$ cat src/rtl/pixel_write_sink.sv
// Pixel-write sink: buffers on-screen pixels in a FIFO and issues one acknowledged
// framebuffer write per pixel. Optional full-screen fill enabled by PIXEL_SINK_CLEAR_EN.
module pixel_write_sink #(
  parameter int FIFO_DEPTH = 8,
  parameter int X_MAX      = 160,
  parameter int Y_MAX      = 120
) (
  input  logic        clk,
  input  logic        reset,
  input  logic [7:0]  x,
  input  logic [6:0]  y,
  input  logic [2:0]  colour,
  input  logic        writeEn,
`ifdef PIXEL_SINK_CLEAR_EN
  input  logic        clear,
  input  logic [2:0]  clear_colour,
`endif
  output logic        ready,
  output logic [14:0] mem_addr,
  output logic [2:0]  mem_data,
  output logic        mem_we,
  input  logic        mem_ack,
  output logic        overflow,
  output logic [7:0]  drop_count,
  output logic        idle
);

  localparam int PW = (FIFO_DEPTH > 1) ? $clog2(FIFO_DEPTH) : 1;
  localparam int CW = PW + 1;
  localparam logic [CW-1:0] DEPTH_C   = CW'(FIFO_DEPTH);
  localparam logic [7:0]    X_LIM     = 8'(X_MAX);
  localparam logic [6:0]    Y_LIM     = 7'(Y_MAX);
  localparam logic [14:0]   ADDR_LAST = 15'd19199;

  typedef enum logic [1:0] {S_IDLE, S_WRITE, S_CLEAR} state_t;

  state_t        state_q;
  logic [17:0]   fifo_q [FIFO_DEPTH];
  logic [PW-1:0] wr_ptr_q, rd_ptr_q;
  logic [CW-1:0] count_q;
  logic [14:0]   mem_addr_q;
  logic [2:0]    mem_data_q;
  logic          mem_we_q;
  logic          overflow_q;
  logic [7:0]    drop_q;

  logic          on_screen_s, push_s, pop_s, clear_active_s, empty_s, idle_s, ready_s;
  logic [14:0]   addr_s;
  logic [17:0]   head_s;

  // y*160 + x without a multiplier
  assign addr_s = {1'b0, y, 7'd0} + {3'd0, y, 5'd0} + {7'd0, x};

  assign on_screen_s    = (x < X_LIM) && (y < Y_LIM);
  assign empty_s        = (count_q == '0);
  assign clear_active_s = (state_q == S_CLEAR);
  assign ready_s        = (count_q < DEPTH_C) && !clear_active_s;
  assign idle_s         = (state_q == S_IDLE) && empty_s && !clear_active_s;
  assign push_s         = writeEn && ready_s && on_screen_s;
  assign pop_s          = !empty_s &&
                          ((state_q == S_IDLE) || ((state_q == S_WRITE) && mem_ack));
  assign head_s         = fifo_q[rd_ptr_q];

  assign ready      = ready_s;
  assign idle       = idle_s;
  assign mem_addr   = mem_addr_q;
  assign mem_data   = mem_data_q;
  assign mem_we     = mem_we_q;
  assign overflow   = overflow_q;
  assign drop_count = drop_q;

  // FIFO storage (no reset needed; validity is tracked by count_q)
  always_ff @(posedge clk) begin
    if (push_s) begin
      fifo_q[wr_ptr_q] <= {addr_s, colour};
    end
  end

  // FIFO pointers and occupancy
  always_ff @(posedge clk) begin
    if (reset) begin
      wr_ptr_q <= '0;
      rd_ptr_q <= '0;
      count_q  <= '0;
    end else begin
      if (push_s) wr_ptr_q <= wr_ptr_q + PW'(1);
      if (pop_s)  rd_ptr_q <= rd_ptr_q + PW'(1);
      case ({push_s, pop_s})
        2'b10:   count_q <= count_q + CW'(1);
        2'b01:   count_q <= count_q - CW'(1);
        default: count_q <= count_q;
      endcase
    end
  end

  // Sticky overflow and saturating off-screen drop counter
  always_ff @(posedge clk) begin
    if (reset) begin
      overflow_q <= 1'b0;
      drop_q     <= 8'd0;
    end else begin
      if (writeEn && !ready_s) overflow_q <= 1'b1;
      if (writeEn && ready_s && !on_screen_s && (drop_q != 8'hFF)) drop_q <= drop_q + 8'd1;
    end
  end

  // Output FSM driving the framebuffer port
  always_ff @(posedge clk) begin
    if (reset) begin
      state_q    <= S_IDLE;
      mem_we_q   <= 1'b0;
      mem_addr_q <= 15'd0;
      mem_data_q <= 3'd0;
    end else begin
      case (state_q)
        S_IDLE: begin
`ifdef PIXEL_SINK_CLEAR_EN
          if (clear && idle_s) begin
            state_q    <= S_CLEAR;
            mem_we_q   <= 1'b1;
            mem_addr_q <= 15'd0;
            mem_data_q <= clear_colour;
          end else
`endif
          if (pop_s) begin
            state_q    <= S_WRITE;
            mem_we_q   <= 1'b1;
            mem_addr_q <= head_s[17:3];
            mem_data_q <= head_s[2:0];
          end
        end
        S_WRITE: begin
          if (mem_ack) begin
            if (pop_s) begin
              mem_addr_q <= head_s[17:3];
              mem_data_q <= head_s[2:0];
            end else begin
              state_q  <= S_IDLE;
              mem_we_q <= 1'b0;
            end
          end
        end
`ifdef PIXEL_SINK_CLEAR_EN
        S_CLEAR: begin
          if (mem_ack) begin
            if (mem_addr_q == ADDR_LAST) begin
              state_q  <= S_IDLE;
              mem_we_q <= 1'b0;
            end else begin
              mem_addr_q <= mem_addr_q + 15'd1;
            end
          end
        end
`endif
        default: begin
          state_q  <= S_IDLE;
          mem_we_q <= 1'b0;
        end
      endcase
    end
  end

endmodule

$ cat config.mk
export PLATFORM = sky130hd
export DESIGN_NAME = pixel_write_sink
export DESIGN_NICKNAME = d
export VERILOG_FILES = /design/src/rtl/pixel_write_sink.sv
export SDC_FILE = /design/constraint.sdc
export NUM_CORES = 1
export LEC_CHECK = 0
export ABC_CLOCK_PERIOD_IN_PS = 6400
export BUFFER_PORTS_ARGS = -buffer_cell sky130_fd_sc_hd__buf_2
export CORE_MARGIN = 4
export CORE_UTILIZATION = 30
export CTS_CLUSTER_DIAMETER = 50
export DETAILED_ROUTE_END_ITERATION = 10
export GPL_TIMING_DRIVEN = 1
export SLEW_MARGIN = 20
export SYNTH_ARGS = -nofsm -noshare
export SYNTH_HDL_FRONTEND = slang
export SYNTH_SLANG_ARGS = --single-unit
$ cat constraint.sdc
create_clock -name clk -period 6.4 [get_ports clk]
set_input_delay 1.28 -clock clk [delete_from_list [all_inputs] [get_ports clk]]
set_output_delay 1.28 -clock clk [all_outputs]
set_load 0.01 [all_outputs]
# Yosys cells after proc, flatten, opt, wreduce, memory -nomap -nowiden
# Memory sizes are Yosys's and may differ from the RTL's. A register that Yosys moved wholly into a read port is not among the register bits.
# Cells that the tools add are included.
totals:
  reg_bits: 40
  ramBits: 144
  output_inout_bits: 30
  n_memories: 1
op_classes:
  addsub: 7
  order_cmp: 3
  eq_ne: 8
  n_mux: 19
  reduce_logical: 22
mem_list:
  columns: ["memory", "depth", "width", "rd", "rd_clocked_by_memory_dff", "wr", "line", "source"]
  rows:
  - ["fifo_q", 8, 18, 1, 1, 1, "38", "logic [17:0] fifo_q [FIFO_DEPTH];"]
ops:
  columns: ["operator", "n"]
  rows:
  - ["two-way mux 15 bit", 2]
  - ["case mux 15 bit (2 select lines)", 1]
  - ["adder 14 x 12 -> 15 bit", 1]
  - ["adder 15 x 8 -> 15 bit", 1]
  - ["two-way mux 3 bit", 4]
  - ["logical AND 1 bit", 11]
  - ["adder 8 x 1 -> 8 bit (second input constant)", 1]
  - ["less-than comparator 8 bit (second input constant)", 1]
  - ["inequality test 8 bit (second input constant)", 1]
  - ["case mux 4 bit (2 select lines)", 1]
  - ["less-than comparator 7 bit (second input constant)", 1]
  - ["adder 3 x 1 -> 3 bit (second input constant)", 2]
  - ["two-way mux 2 bit", 3]
  - ["inequality test 2 bit (second input constant)", 3]
  - ["case mux 3 bit (2 select lines)", 1]
  - ["two-way mux 1 bit", 5]
  - ["adder 4 x 1 -> 4 bit (second input constant)", 1]
  - ["equality test 2 x 1 -> 1 bit (second input constant)", 2]
  - ["equality test 2 bit (second input constant)", 2]
  - ["logical NOT 1 bit", 4]
  - ["logical NOT 4 bit", 1]
  - ["less-than comparator 4 bit (second input constant)", 1]
  - ["case mux 2 bit (2 select lines)", 1]
  - ["nonzero test 2 bit", 2]
  - ["other kinds (6)", 6]

# Depth between registers and ports, before layout
logic_depth:
  depth_word: 7
  ltp_mapped: 11
  mapped_depth_nobuf: 9

# Worst setup path before layout
# Ideal clock, no wire load.
synth_timing:
  path_type: "input-to-reg"
  startpoint: "in x[6]"
  endpoint: "mem fifo_q[0][0] (enable)"
  arrival_time_ps: 3690
  required_time_ps: 5960
  slack_ps: 2270
  stages: 3
  n_path_buf: 0
  path_cell_list: "o21ai_0 -> nand3_1 -> nor4_1"
synth_via:
  elab_chain_len: 5
synth_lines:
  columns: ["element", "line", "source"]
  rows:
  - ["start, declared", "10", "input logic [7:0] x,"]
  - ["less-than comparator 8 bit", "54", "assign on_screen_s = (x < X_LIM) && (y < Y_LIM);"]
  - ["logical AND 1 bit", "54", null]
  - ["logical AND 1 bit", "59", "assign push_s = writeEn && ready_s && on_screen_s;"]
  - ["two-way mux 1 bit", "74", "if (push_s) begin"]
  - ["two-way mux 1 bit (implied by the code)", "75", "fifo_q[wr_ptr_q] <= {addr_s, colour};"]
  - ["end, declared", "38", null]
# No other way between the ends.

# Final worst setup path
layout_timing:
  startpoint: "in x[6]"
  endpoint: "reg count_q[2]"
layout_via:
  elab_chain_len: 5
  elab_cells_between_ends: 7
  cone_classes: "1 x order compare; 2 x eq/ne; 1 x mux; 3 x reduce/logical"
layout_lines:
  columns: ["element", "line", "source"]
  rows:
  - ["less-than comparator 8 bit *", "54", null]
  - ["logical AND 1 bit *", "54", null]
  - ["logical AND 1 bit *", "59", null]
  - ["equality test 2 x 1 -> 1 bit / equality test 2 bit (equally long branches)", "88", "case ({push_s, pop_s})"]
  - ["case mux 4 bit (2 select lines) / nonzero test 2 bit (equally long branches)", null, null]
  - ["end signal, assigned", "89", "2'b10: count_q <= count_q + CW'(1);"]
  - ["end signal, assigned", "90", "2'b01: count_q <= count_q - CW'(1);"]
  - ["end signal, assigned", "91", "default: count_q <= count_q;"]
  - ["end, declared", "40", "logic [CW-1:0] count_q;"]
# Mark *: on every way between the ends. The rest lies on a longest branch, timed or not.
# A chain may end at the register's enable or synchronous reset.

==> results.md <==
### Finish
• sky130_fd_sc_hd__edfxtp_1 — most common cell after layout, fill and taps aside
• 28.2% — fraction of layout instances using a drive strength above 1
• 551 — Final nets
• 0 — ant diodes
• 35.8% — fraction of the core area covered by cells at the end of the flow
• 2323 — number of filler instances in the final layout
• sky130_fd_sc_hd__edfxtp_1, sky130_fd_sc_hd__buf_2, sky130_fd_sc_hd__dfxtp_1, sky130_fd_sc_hd__nor2_1, sky130_fd_sc_hd__mux4_2 — commonest non-fill, non-tap cells in the layout
• 0.00229 sq mm — area occupied by multi-input gates
• 0.00881 sq mm — Layout Cell Area excl Fill
• 16.4% — post-synthesis to final-layout area growth
• 0.00515 sq mm — register area

### Global routing
• 0 — Congestion Overflow GR
• 4197 — number of global-route vias before repair
• 11.2% — total track usage
• 45 — largest net degree at the start of global routing
• 23.8 mm — first-pass GRT wire length
• 1 — initial antenna violation count

### Place
• 51 — Buffers on Ports
• 9.27 mm — half-perimeter wire length of the detailed placement result
• 0.00822 sq mm — placed cell area
• 0.752 — routability congestion estimate from global placement
• 2.37 ns — worst slack at placement

### Worst hold path
• flop to flop — Min-Delay Path Class
• overflow — startpoint of the tightest hold check path
• 2 — Worst Hold Path Cells

### Synthesis
• 185 — number of storage elements in the synthesis netlist
• 0.00757 sq mm — post-synthesis instance area
• 447 — number of cells produced by synthesis
• 16.9 sq um — mean area per synthesized cell
• 68.0% — sequential cell area fraction in the yosys report
• 0 — Warnings, synthesis
• 14.2% — share of cell area taken by muxes after synthesis
• 3.67% — adder and majority cell fraction of the synthesized area
• multiplexers — largest family of logic cells by synthesized area
• 4.89% — synthesized-area fraction occupied by ao, oa, aoi and oai cells
• 5.62% — area share of and/or/nand/nor cells after synthesis
• 1.50% — XOR/XNOR Fraction of Synth Area
• 490 — net count after synthesis
• 42 — number of library cell types mapped by synthesis

### Floorplan
• 0.0246 sq mm — area of the core region
• 30.8% — effective utilization at floorplan
• 0.0278 sq mm — area of the die
• 52 — number of ports placed on the die boundary
• 167 microns — die outline height
• 57 — number of standard-cell rows in the floorplan
• 167 microns — Chip Width

### CTS
• 17 — clock buffer count from CTS
• 0 — number of buffers inserted for hold repair after clock tree synthesis
• 185 — TritonCTS Sinks
• done — TritonCTS clock tree
• 0.43 ns — clock insertion delay at the later pin of the skew report
• 2 — deepest clock path buffer count
• 0 — post-CTS repair timing setup buffer count
• 0 — cells resized by post-CTS repair
• 4 — total number of H-tree levels
• sky130_fd_sc_hd__clkbuf_16 — clock root buffer
• 0.07 ns — clock transition at the register clock pins on the worst setup and hold paths after CTS

### Drt
• 284 — number of violations reported at the end of detailed-routing iteration 0
• 4054 — routed vias
• 4.80 — number of vias per cell
• 15.2 mm — Routed WL
• 4 — number of detailed-route iterations in the first pass
• 18.0 microns — average wire per standard cell
• 0 — number of routed nets with antenna violations
• 0 — DRC violation count after routing

### Critical path
• 3.91 ns — arrival time of data at the critical path endpoint
• buf_2 > o21ai_0 > nand3_1 > ha_1 > xor2_1 > ha_1 > a21oi_1 > xor2_1 > or3_1 > a21oi_1 — cells traversed along the worst timing path
• input pin — launching element type of the critical path
• 6.75 ns — data required time at the worst endpoint
• input pin to flop — critical path type
• flop — kind of capture point of the worst setup path
• sky130_fd_sc_hd__o21ai_0 — cell at the slowest stage of the critical path
• 9 — depth of the most critical reg-to-reg path
• 0.50 ns — Max stage delay on crit path
• 8 — peak fanout along the critical path
• x[6] — startpoint of the most critical setup path
• count_q[3] — launching point of the worst reg2reg path

### STA
• false — setup repair after global routing missed its margin
• 0 — number of endpoints failing setup at the final stage
• 0 ns — setup TNS after final layout
• 33.7% — relative max-transition margin
• 0.0104 ns — final worst clock skew
• 3.57 ns — Final min period
• 0.994 ns — actual transition at the worst max-transition pin
• 0 — final-report max-slew violation count
• 2.83 ns — setup slack after layout
• 0 — number of hold violations in the final report
• 55.7% — Tcrit/Tclk final
• 281 MHz — highest attainable clock frequency

### Power and ir drop
• 2.97 nW — leakage power total
• 3.34 mW — total power
• 0.181 mV — maximum VDD drop
• 379 mW/mm^2 — total power divided by cell area

### Outcome
• finished clean — status

### Run
• 0 — MaxCap Viol Count

-- sequential cells by signal (all words and copies together) (netlist names), named ones only --
| name | count |
|---|---|
| drop_count | 8 |
| mem_data | 3 |
| wr_ptr_q | 3 |
| overflow | 1 |
| mem_we | 1 |
| rd_ptr_q | 3 |
| count_q | 4 |
| mem_addr | 15 |
| fifo_q | 144 |
-- worst paths after layout --
kind                                   end  slack, ns
worst max-delay path            count_q[2]       2.83
worst min-delay path              overflow       0.48
worst max register to register  count_q[2]       3.61
worst min register to register    overflow       0.48
-- area by class of cell --
cell class	instances	area share, %
flip-flops and latches	185	58.4
multi-input cells	232	26.0
clock buffers	19	4.91
well taps	324	4.60
repair buffers	62	3.83
clock inverters	13	1.83
inverters	10	0.426
-- per-layer routing --
layer	vias to the layer above	track usage [%]	part of all wire [%]
li1	1880	-	-
met1	2076	14.0	44
met2	75	18.8	50
met3	21	3.27	4.2
met4	2	3.49	1.3
met5	-	0	0.079
-- cell families after synthesis --
family	count (synthesis)
simple gates	86
buf+inv	30
xor+xnor	13
flops	185
mux	62
fa+ha+maj	21
compound gates	50
-- Yosys cell counts, drive strengths merged --
library cell  count  area [sq um]
o211ai            2          15.0
edfxtp          144          4320
xor2              6          52.6
buf              14           101
o31ai             3          22.5
and3              1          6.26
a211o             1          8.76
nor2             37           139
mux4             36           811
a21oi            14          70.1
a31oi             1          6.26
mux2i            22           220
mux2              4          45.0
inv              10          37.5
nand2b            7          43.8
or3               3          18.8
fa                2          40.0
nor2b             5          31.3
xnor2             7          61.3
nor3              8          45.0
nand2             7          26.3
ha               19           238
clkbuf            6          22.5
nand4             4          25.0
o21ai             7          35.0
o21bai            1          7.51
nor4              4          25.0
nand3             6          30.0
a21o              1          7.51
or4               3          26.3
a211oi           19           188
and2              1          8.76
a21bo             1          10.0
dfxtp            41           821
-- where the power goes --
part | total [mW] | switching (mW) | internal [mW]
clock network | 1.05 | 0.463 | 0.587
logic | 0.818 | 0.454 | 0.364
registers | 1.47 | 0.0491 | 1.42
-- worst max-delay path: cells and delay by family --
family / cells / cell delay [ns]
AO/OA/AOI/OAI: 3 / 0.82
AND/OR/NAND/NOR: 2 / 0.79
adder cells (fa/ha/maj): 2 / 0.62
XOR/XNOR: 2 / 0.28
buffers and inverters: 1 / 0.11
-- stage by stage --
step	hold WS [ns]	instances
after floorplan	0.483	447
after global placement	0.456	813
after detailed placement	0.467	813
after CTS	0.486	845
after global routing	0.521	845
final	0.483	845
Power figures use the tool's default switching activity.
